## config.mk

```make
export PLATFORM = sky130hd
export DESIGN_NAME = ex_operand_stage
export DESIGN_NICKNAME = d
export VERILOG_FILES = /design/src/rtl/cpu_pkg.sv /design/src/rtl/ex_operand_stage_fwd_sel.sv /design/src/rtl/ex_operand_stage.sv
export SDC_FILE = /design/constraint.sdc
export NUM_CORES = 1
export LEC_CHECK = 0
export BUFFER_PORTS_ARGS = -buffer_cell sky130_fd_sc_hd__buf_2
export CORE_AREA = 2 2 127 129
export CTS_BUF_LIST = sky130_fd_sc_hd__clkbuf_8 sky130_fd_sc_hd__clkbuf_16
export DETAILED_ROUTE_END_ITERATION = 10
export DIE_AREA = 0 0 129 131
export PLACE_DENSITY = 0.85
export SYNTH_ARGS = -nofsm -noshare
export SYNTH_HDL_FRONTEND = slang
export SYNTH_SLANG_ARGS = --single-unit
```

## constraint.sdc

```tcl
create_clock -name clk_i -period 2 [get_ports clk_i]
set_input_delay 0.3 -clock clk_i [delete_from_list [all_inputs] [get_ports clk_i]]
set_output_delay 0.3 -clock clk_i [all_outputs]
set_load 0.02 [all_outputs]
```

## src/rtl/cpu_pkg.sv

```systemverilog
// Shared CPU definitions: datapath defaults, ALU operation codes and the
// forwarding-select encoding used by the EX operand stage.
package cpu_pkg;

    localparam int DATA_W_DEFAULT = 32;
    localparam int REG_AW_DEFAULT = 5;

    localparam logic [2:0] ALU_ADD = 3'b000;
    localparam logic [2:0] ALU_SUB = 3'b001;
    localparam logic [2:0] ALU_AND = 3'b010;
    localparam logic [2:0] ALU_OR  = 3'b011;
    localparam logic [2:0] ALU_MUL = 3'b100;

    typedef enum logic [1:0] {
        FWD_NONE  = 2'd0,
        FWD_EXMEM = 2'd1,
        FWD_MEMWB = 2'd2
    } fwd_sel_e;

endpackage

```

## src/rtl/ex_operand_stage_fwd_sel.sv

```systemverilog
// Forwarding decision for one source operand: the younger EX/MEM result wins
// over MEM/WB, and register 0 is never forwarded.
module fwd_sel
    import cpu_pkg::*;
#(
    parameter int REG_AW = REG_AW_DEFAULT
) (
    input  logic [REG_AW-1:0] src_addr_i,
    input  logic              exmem_reg_write_i,
    input  logic [REG_AW-1:0] exmem_rd_i,
    input  logic              memwb_reg_write_i,
    input  logic [REG_AW-1:0] memwb_rd_i,
    output fwd_sel_e          sel_o
);

    always_comb begin
        sel_o = FWD_NONE;
        if (exmem_reg_write_i && (exmem_rd_i != '0) && (exmem_rd_i == src_addr_i)) begin
            sel_o = FWD_EXMEM;
        end else if (memwb_reg_write_i && (memwb_rd_i != '0) && (memwb_rd_i == src_addr_i)) begin
            sel_o = FWD_MEMWB;
        end
    end

endmodule

```

## src/rtl/ex_operand_stage.sv

```systemverilog
// ID/EX pipeline register with operand forwarding and load-use detection.
// Edge priority is reset, then flush, then stall, then load.
module ex_operand_stage
    import cpu_pkg::*;
#(
    parameter int DATA_W = DATA_W_DEFAULT,
    parameter int REG_AW = REG_AW_DEFAULT
) (
    input  logic              clk_i,
    input  logic              rst_i,
    input  logic              stall_i,
    input  logic              flush_i,
    input  logic              valid_i,
    input  logic [DATA_W-1:0] rs1_data_i,
    input  logic [DATA_W-1:0] rs2_data_i,
    input  logic [REG_AW-1:0] rs1_addr_i,
    input  logic [REG_AW-1:0] rs2_addr_i,
    input  logic [DATA_W-1:0] imm_i,
    input  logic              alu_src_i,
    input  logic [2:0]        alu_ctrl_i,
    input  logic [REG_AW-1:0] rd_addr_i,
    input  logic              reg_write_i,
    input  logic              mem_read_i,
    input  logic              mem_write_i,
    input  logic              mem_to_reg_i,
    input  logic              exmem_reg_write_i,
    input  logic [REG_AW-1:0] exmem_rd_i,
    input  logic [DATA_W-1:0] exmem_data_i,
    input  logic              memwb_reg_write_i,
    input  logic [REG_AW-1:0] memwb_rd_i,
    input  logic [DATA_W-1:0] memwb_data_i,
    output logic [DATA_W-1:0] data1_o,
    output logic [DATA_W-1:0] data2_o,
    output logic [2:0]        ALUCtrl_o,
    output logic [DATA_W-1:0] store_data_o,
    output logic [REG_AW-1:0] rd_addr_o,
    output logic              reg_write_o,
    output logic              mem_read_o,
    output logic              mem_write_o,
    output logic              mem_to_reg_o,
    output logic              valid_o,
    output logic              load_use_o
);

    logic              valid_q,      valid_d;
    logic [DATA_W-1:0] rs1_data_q,   rs1_data_d;
    logic [DATA_W-1:0] rs2_data_q,   rs2_data_d;
    logic [REG_AW-1:0] rs1_addr_q,   rs1_addr_d;
    logic [REG_AW-1:0] rs2_addr_q,   rs2_addr_d;
    logic [DATA_W-1:0] imm_q,        imm_d;
    logic              alu_src_q,    alu_src_d;
    logic [2:0]        alu_ctrl_q,   alu_ctrl_d;
    logic [REG_AW-1:0] rd_addr_q,    rd_addr_d;
    logic              reg_write_q,  reg_write_d;
    logic              mem_read_q,   mem_read_d;
    logic              mem_write_q,  mem_write_d;
    logic              mem_to_reg_q, mem_to_reg_d;

    fwd_sel_e          rs1_sel;
    fwd_sel_e          rs2_sel;
    logic [DATA_W-1:0] rs1_fwd;
    logic [DATA_W-1:0] rs2_fwd;

    // Holding is the default; flush wins over stall so a bubble always lands.
    always_comb begin
        valid_d      = valid_q;
        rs1_data_d   = rs1_data_q;
        rs2_data_d   = rs2_data_q;
        rs1_addr_d   = rs1_addr_q;
        rs2_addr_d   = rs2_addr_q;
        imm_d        = imm_q;
        alu_src_d    = alu_src_q;
        alu_ctrl_d   = alu_ctrl_q;
        rd_addr_d    = rd_addr_q;
        reg_write_d  = reg_write_q;
        mem_read_d   = mem_read_q;
        mem_write_d  = mem_write_q;
        mem_to_reg_d = mem_to_reg_q;
        if (flush_i) begin
            valid_d      = 1'b0;
            rs1_data_d   = '0;
            rs2_data_d   = '0;
            rs1_addr_d   = '0;
            rs2_addr_d   = '0;
            imm_d        = '0;
            alu_src_d    = 1'b0;
            alu_ctrl_d   = '0;
            rd_addr_d    = '0;
            reg_write_d  = 1'b0;
            mem_read_d   = 1'b0;
            mem_write_d  = 1'b0;
            mem_to_reg_d = 1'b0;
        end else if (!stall_i) begin
            valid_d      = valid_i;
            rs1_data_d   = rs1_data_i;
            rs2_data_d   = rs2_data_i;
            rs1_addr_d   = rs1_addr_i;
            rs2_addr_d   = rs2_addr_i;
            imm_d        = imm_i;
            alu_src_d    = alu_src_i;
            alu_ctrl_d   = alu_ctrl_i;
            rd_addr_d    = rd_addr_i;
            reg_write_d  = reg_write_i  & valid_i;
            mem_read_d   = mem_read_i   & valid_i;
            mem_write_d  = mem_write_i  & valid_i;
            mem_to_reg_d = mem_to_reg_i & valid_i;
        end
    end

    always_ff @(posedge clk_i) begin
        if (!rst_i) begin
            valid_q      <= 1'b0;
            rs1_data_q   <= '0;
            rs2_data_q   <= '0;
            rs1_addr_q   <= '0;
            rs2_addr_q   <= '0;
            imm_q        <= '0;
            alu_src_q    <= 1'b0;
            alu_ctrl_q   <= '0;
            rd_addr_q    <= '0;
            reg_write_q  <= 1'b0;
            mem_read_q   <= 1'b0;
            mem_write_q  <= 1'b0;
            mem_to_reg_q <= 1'b0;
        end else begin
            valid_q      <= valid_d;
            rs1_data_q   <= rs1_data_d;
            rs2_data_q   <= rs2_data_d;
            rs1_addr_q   <= rs1_addr_d;
            rs2_addr_q   <= rs2_addr_d;
            imm_q        <= imm_d;
            alu_src_q    <= alu_src_d;
            alu_ctrl_q   <= alu_ctrl_d;
            rd_addr_q    <= rd_addr_d;
            reg_write_q  <= reg_write_d;
            mem_read_q   <= mem_read_d;
            mem_write_q  <= mem_write_d;
            mem_to_reg_q <= mem_to_reg_d;
        end
    end

    fwd_sel #(.REG_AW(REG_AW)) u_fwd_rs1 (
        .src_addr_i        (rs1_addr_q),
        .exmem_reg_write_i (exmem_reg_write_i),
        .exmem_rd_i        (exmem_rd_i),
        .memwb_reg_write_i (memwb_reg_write_i),
        .memwb_rd_i        (memwb_rd_i),
        .sel_o             (rs1_sel)
    );

    fwd_sel #(.REG_AW(REG_AW)) u_fwd_rs2 (
        .src_addr_i        (rs2_addr_q),
        .exmem_reg_write_i (exmem_reg_write_i),
        .exmem_rd_i        (exmem_rd_i),
        .memwb_reg_write_i (memwb_reg_write_i),
        .memwb_rd_i        (memwb_rd_i),
        .sel_o             (rs2_sel)
    );

    always_comb begin
        case (rs1_sel)
            FWD_EXMEM: rs1_fwd = exmem_data_i;
            FWD_MEMWB: rs1_fwd = memwb_data_i;
            default:   rs1_fwd = rs1_data_q;
        endcase
        case (rs2_sel)
            FWD_EXMEM: rs2_fwd = exmem_data_i;
            FWD_MEMWB: rs2_fwd = memwb_data_i;
            default:   rs2_fwd = rs2_data_q;
        endcase
    end

    assign data1_o      = rs1_fwd;
    assign data2_o      = alu_src_q ? imm_q : rs2_fwd;
    assign store_data_o = rs2_fwd;
    assign ALUCtrl_o    = alu_ctrl_q;
    assign rd_addr_o    = rd_addr_q;
    assign reg_write_o  = reg_write_q;
    assign mem_read_o   = mem_read_q;
    assign mem_write_o  = mem_write_q;
    assign mem_to_reg_o = mem_to_reg_q;
    assign valid_o      = valid_q;

    // A load in EX whose result is needed by the live instruction in ID.
    assign load_use_o = valid_q && mem_read_q && (rd_addr_q != '0) && valid_i &&
                        ((rd_addr_q == rs1_addr_i) || (rd_addr_q == rs2_addr_i));

endmodule
```

==> flow_summary.ini <==
[clock_network]
worstSkewPairLatency_ns = 0.41
clk_path_buf_depth = 2
cts_buffers = 17
clk_pin_slew_ns = 0.06
cts_tree = yes
h-tree-depth = 4
cts.sinks = 120
cts-root-buf = clkbuf_16

[timing]
fin_tns_setup_ns = -41.99
tightest_slew_ns = 0.459
fin_crit_sh = 1.25
max_freq_mhz = 400
fin_skew_ns = 0
hold_violations = 0
drv_slew = 0
period_minus_slack_ns = 2.50
whs_ns = 0.113
rsz0062_at_grt = true
setup_viol = 97
maxSlewHeadroom = 0.685
setup_slack_ns = -0.499

[detailed_routing]
viasPerCell = 5.36
ant_nets = 0
drt_iter0_markers = 370
wl_um = 24600
vias = 7002
drc_errors = 0
avgRoutedWirePerCell_um = 18.9
firstDrtPassIters = 5

[worst_setup_path]
critPathMaxStageDelay_ns = 0.37
crit_required_ns = 1.70
crit_buf_inv = 2
crit_slowest_cell = and4_4
cpLargestDelayFamily = simple AND/OR/NAND/NOR gates
r2r_cells = 3
cp_cell_sequence = xor2_1 -> nor3_1 -> and4_4 -> clkbuf_16 -> mux2i_4 -> o21ai_2 -> buf_6
critPathLaunchType = flip-flop
endpoint_kind = output pin
crit_type = flip-flop to output pin
cp.depth = 7
path_max_fanout = 8
cp.arrival_ns = 2.20

[yosys]
ys_ff_latch = 120
yosysUniqueCellTypes = 27
yosysWarnings = 0
yosysMostFrequentCell = mux2i_1
synth.top_cell.area_share = 0.367
synth_fa_ha_area_frac = 0
syn_inst = 763
netlist.top_cell.by_area = dfxtp_1
async_flop_share = 0
synth_top_family_by_area = multiplexers
synth_xor_area_frac = 0.0401
syn_nets = 963
syn_area_per_cell_um2 = 8.58
synth_area_um2 = 6550
yosys.area_share.simple = 0.148
ys_seq_area_frac = 0.367
ys_top_cells_by_count = 179 x mux2i_1, 153 x nor2_1, 120 x dfxtp_1
synth_flop_cell = dfxtp_1
yosys-top-cells-area = dfxtp_1 37%, mux2i_1 27%, nor2_1 8.8%
muxShareOfSynthArea = 0.274
synth_edf_count = 0
synth_compound_area_frac = 0.102

[floorplan]
core_um2 = 15600
die_w_um = 129
die_area_um2 = 16900
initial_core_util = 0.420
io_pins = 310
rows = 46
fp.dieH_um = 131

[grt]
antenna_found_initial = 3
grt_max_degree = 41
grt.overflow.total = 0
grt_first_pass_wirelength_um = 34700
grtUsageTotal = 0.266
grt_pass1_vias = 6865

[cells_and_area]
drive_above_1_share = 0.491
stdcell_area_um2 = 10500
fill_cells = 1170
syn2layout_area_growth_pct = 60.6
fin_nets = 1277

[placed_design]
placed_cell_area_um2 = 8970
place_congestion = 0.916
post-place-ws_ns = -0.492
port_buffers = 309
hpwlAfterDp_um = 16500

[run]
drv_cap = 0

[pwr]
power.internal_mw = 5.25
p_per_area_nw_per_um2 = 681
p_clk_frac = 0.456
ir_worst_vdd_uv = 503
combPwrFrac = 0.190
switchingPower_mw = 1.91
p_total_mw = 7.17
swShare = 0.267
p_seq_frac = 0.354
power_leakage_nw = 4.68

[outcome]
status = finished with violations
violations = setup timing

[hold_path]
min_path_type = input port to flip-flop
worstHoldPathCells = 3
worst register-to-register path, cell delays in order, from the launching register on:
cell     delay [ns]
dfxtp_4        0.38
buf_4          0.35
mux2i_1        0.13
nor2_1         0.09
state kept, by name, summed over array words and instances, names as in the netlist:
register / flops
rd_addr_o: 5
reg_write_o: 1
rs2_addr_q: 5
mem_read_o: 1
mem_write_o: 1
rs2_data_q: 32
rs1_data_q: 32
imm_q: 32
mem_to_reg_o: 1
alu_src_q: 1
valid_o: 1
ALUCtrl_o: 3
rs1_addr_q: 5
cells in the final DEF (no fill, tap or decap), types with 9 or more instances in the layout:
cell type and count:
mux2i_4 25, o21ai_4 9, inv_1 33, a221oi_2 32, nor2_1 153, buf_6 35, dfxtp_1 114, clkbuf_16 20
nor3_1 28, xor2_1 20, nor3_2 10, buf_12 17, a21oi_1 32, o21ai_2 23, nand2_1 32, buf_4 47
buf_2 254, xnor2_1 10, mux2i_1 123, mux2i_2 31
cell type report:
cell class	count	area [um2]	share of cell area
Clock inverter	13	176	0.0168
Timing Repair Buffer	357	2460	0.234
Inverter	32	120	0.0114
Antenna cell	1	2.50	0.000238
Tap cell	216	270	0.0257
Multi-Input combinational cell	549	4620	0.439
Clock buffer	19	453	0.0431
Sequential cell	120	2410	0.229
through the flow:
step | utilization | instances
after floorplan | - | 763
after global placement | 0.575 | 1266
after detailed placement | 0.575 | 1266
after CTS | 0.643 | 1302
after global routing | 0.674 | 1307
final | 0.674 | 1307
repair_timing:
item | in CTS | in global routing
gates cloned | 2 | 3
gates resized for setup | 104 | 91
endpoints found under the hold margin | 0 | 0
pin swaps | 5 | 8
hold buffers | 0 | 0
endpoints found under the setup margin | 97 | 97
buffers inserted | 2 | 2
path summary, 6_finish.rpt:
| kind | start | to | slack, ns |
|---|---|---|---|
| worst max register to register | alu_src_q | alu_src_q | 0.99 |
| worst min register to register | imm_q[5] | imm_q[5] | 0.50 |
| worst min-delay path | imm_i[7] | imm_q[7] | 0.11 |
| worst max-delay path | rs1_addr_q[3] | data1_o[11] | -0.50 |
cells by family after synthesis:
kind of cell	after synthesis
simple gates	234
mux	179
flops	120
compound gates	106
buf+inv	94
xor+xnor	30
power groups by stage:
stage                     Clock, mW  Sequential, mW  Combinational, mW
after global routing           3.42            2.54               1.45
final                          3.27            2.54               1.36
after global placement            0            2.57               1.16
after floorplan                   0            2.57              0.672
after detailed placement          0            2.57               1.18
after CTS                      3.30            2.53               1.26
layer usage:
metal | part of all wire | up-vias | wire [um] | track usage
li1 | - | 3290 | - | -
met1 | 0.39 | 3302 | 9580 | 0.299
met2 | 0.51 | 332 | 12500 | 0.462
met3 | 0.069 | 76 | 1700 | 0.0672
met4 | 0.036 | 2 | 878 | 0.150
met5 | 0.00065 | - | 16 | 0
(Power assumes the default switching activity.)
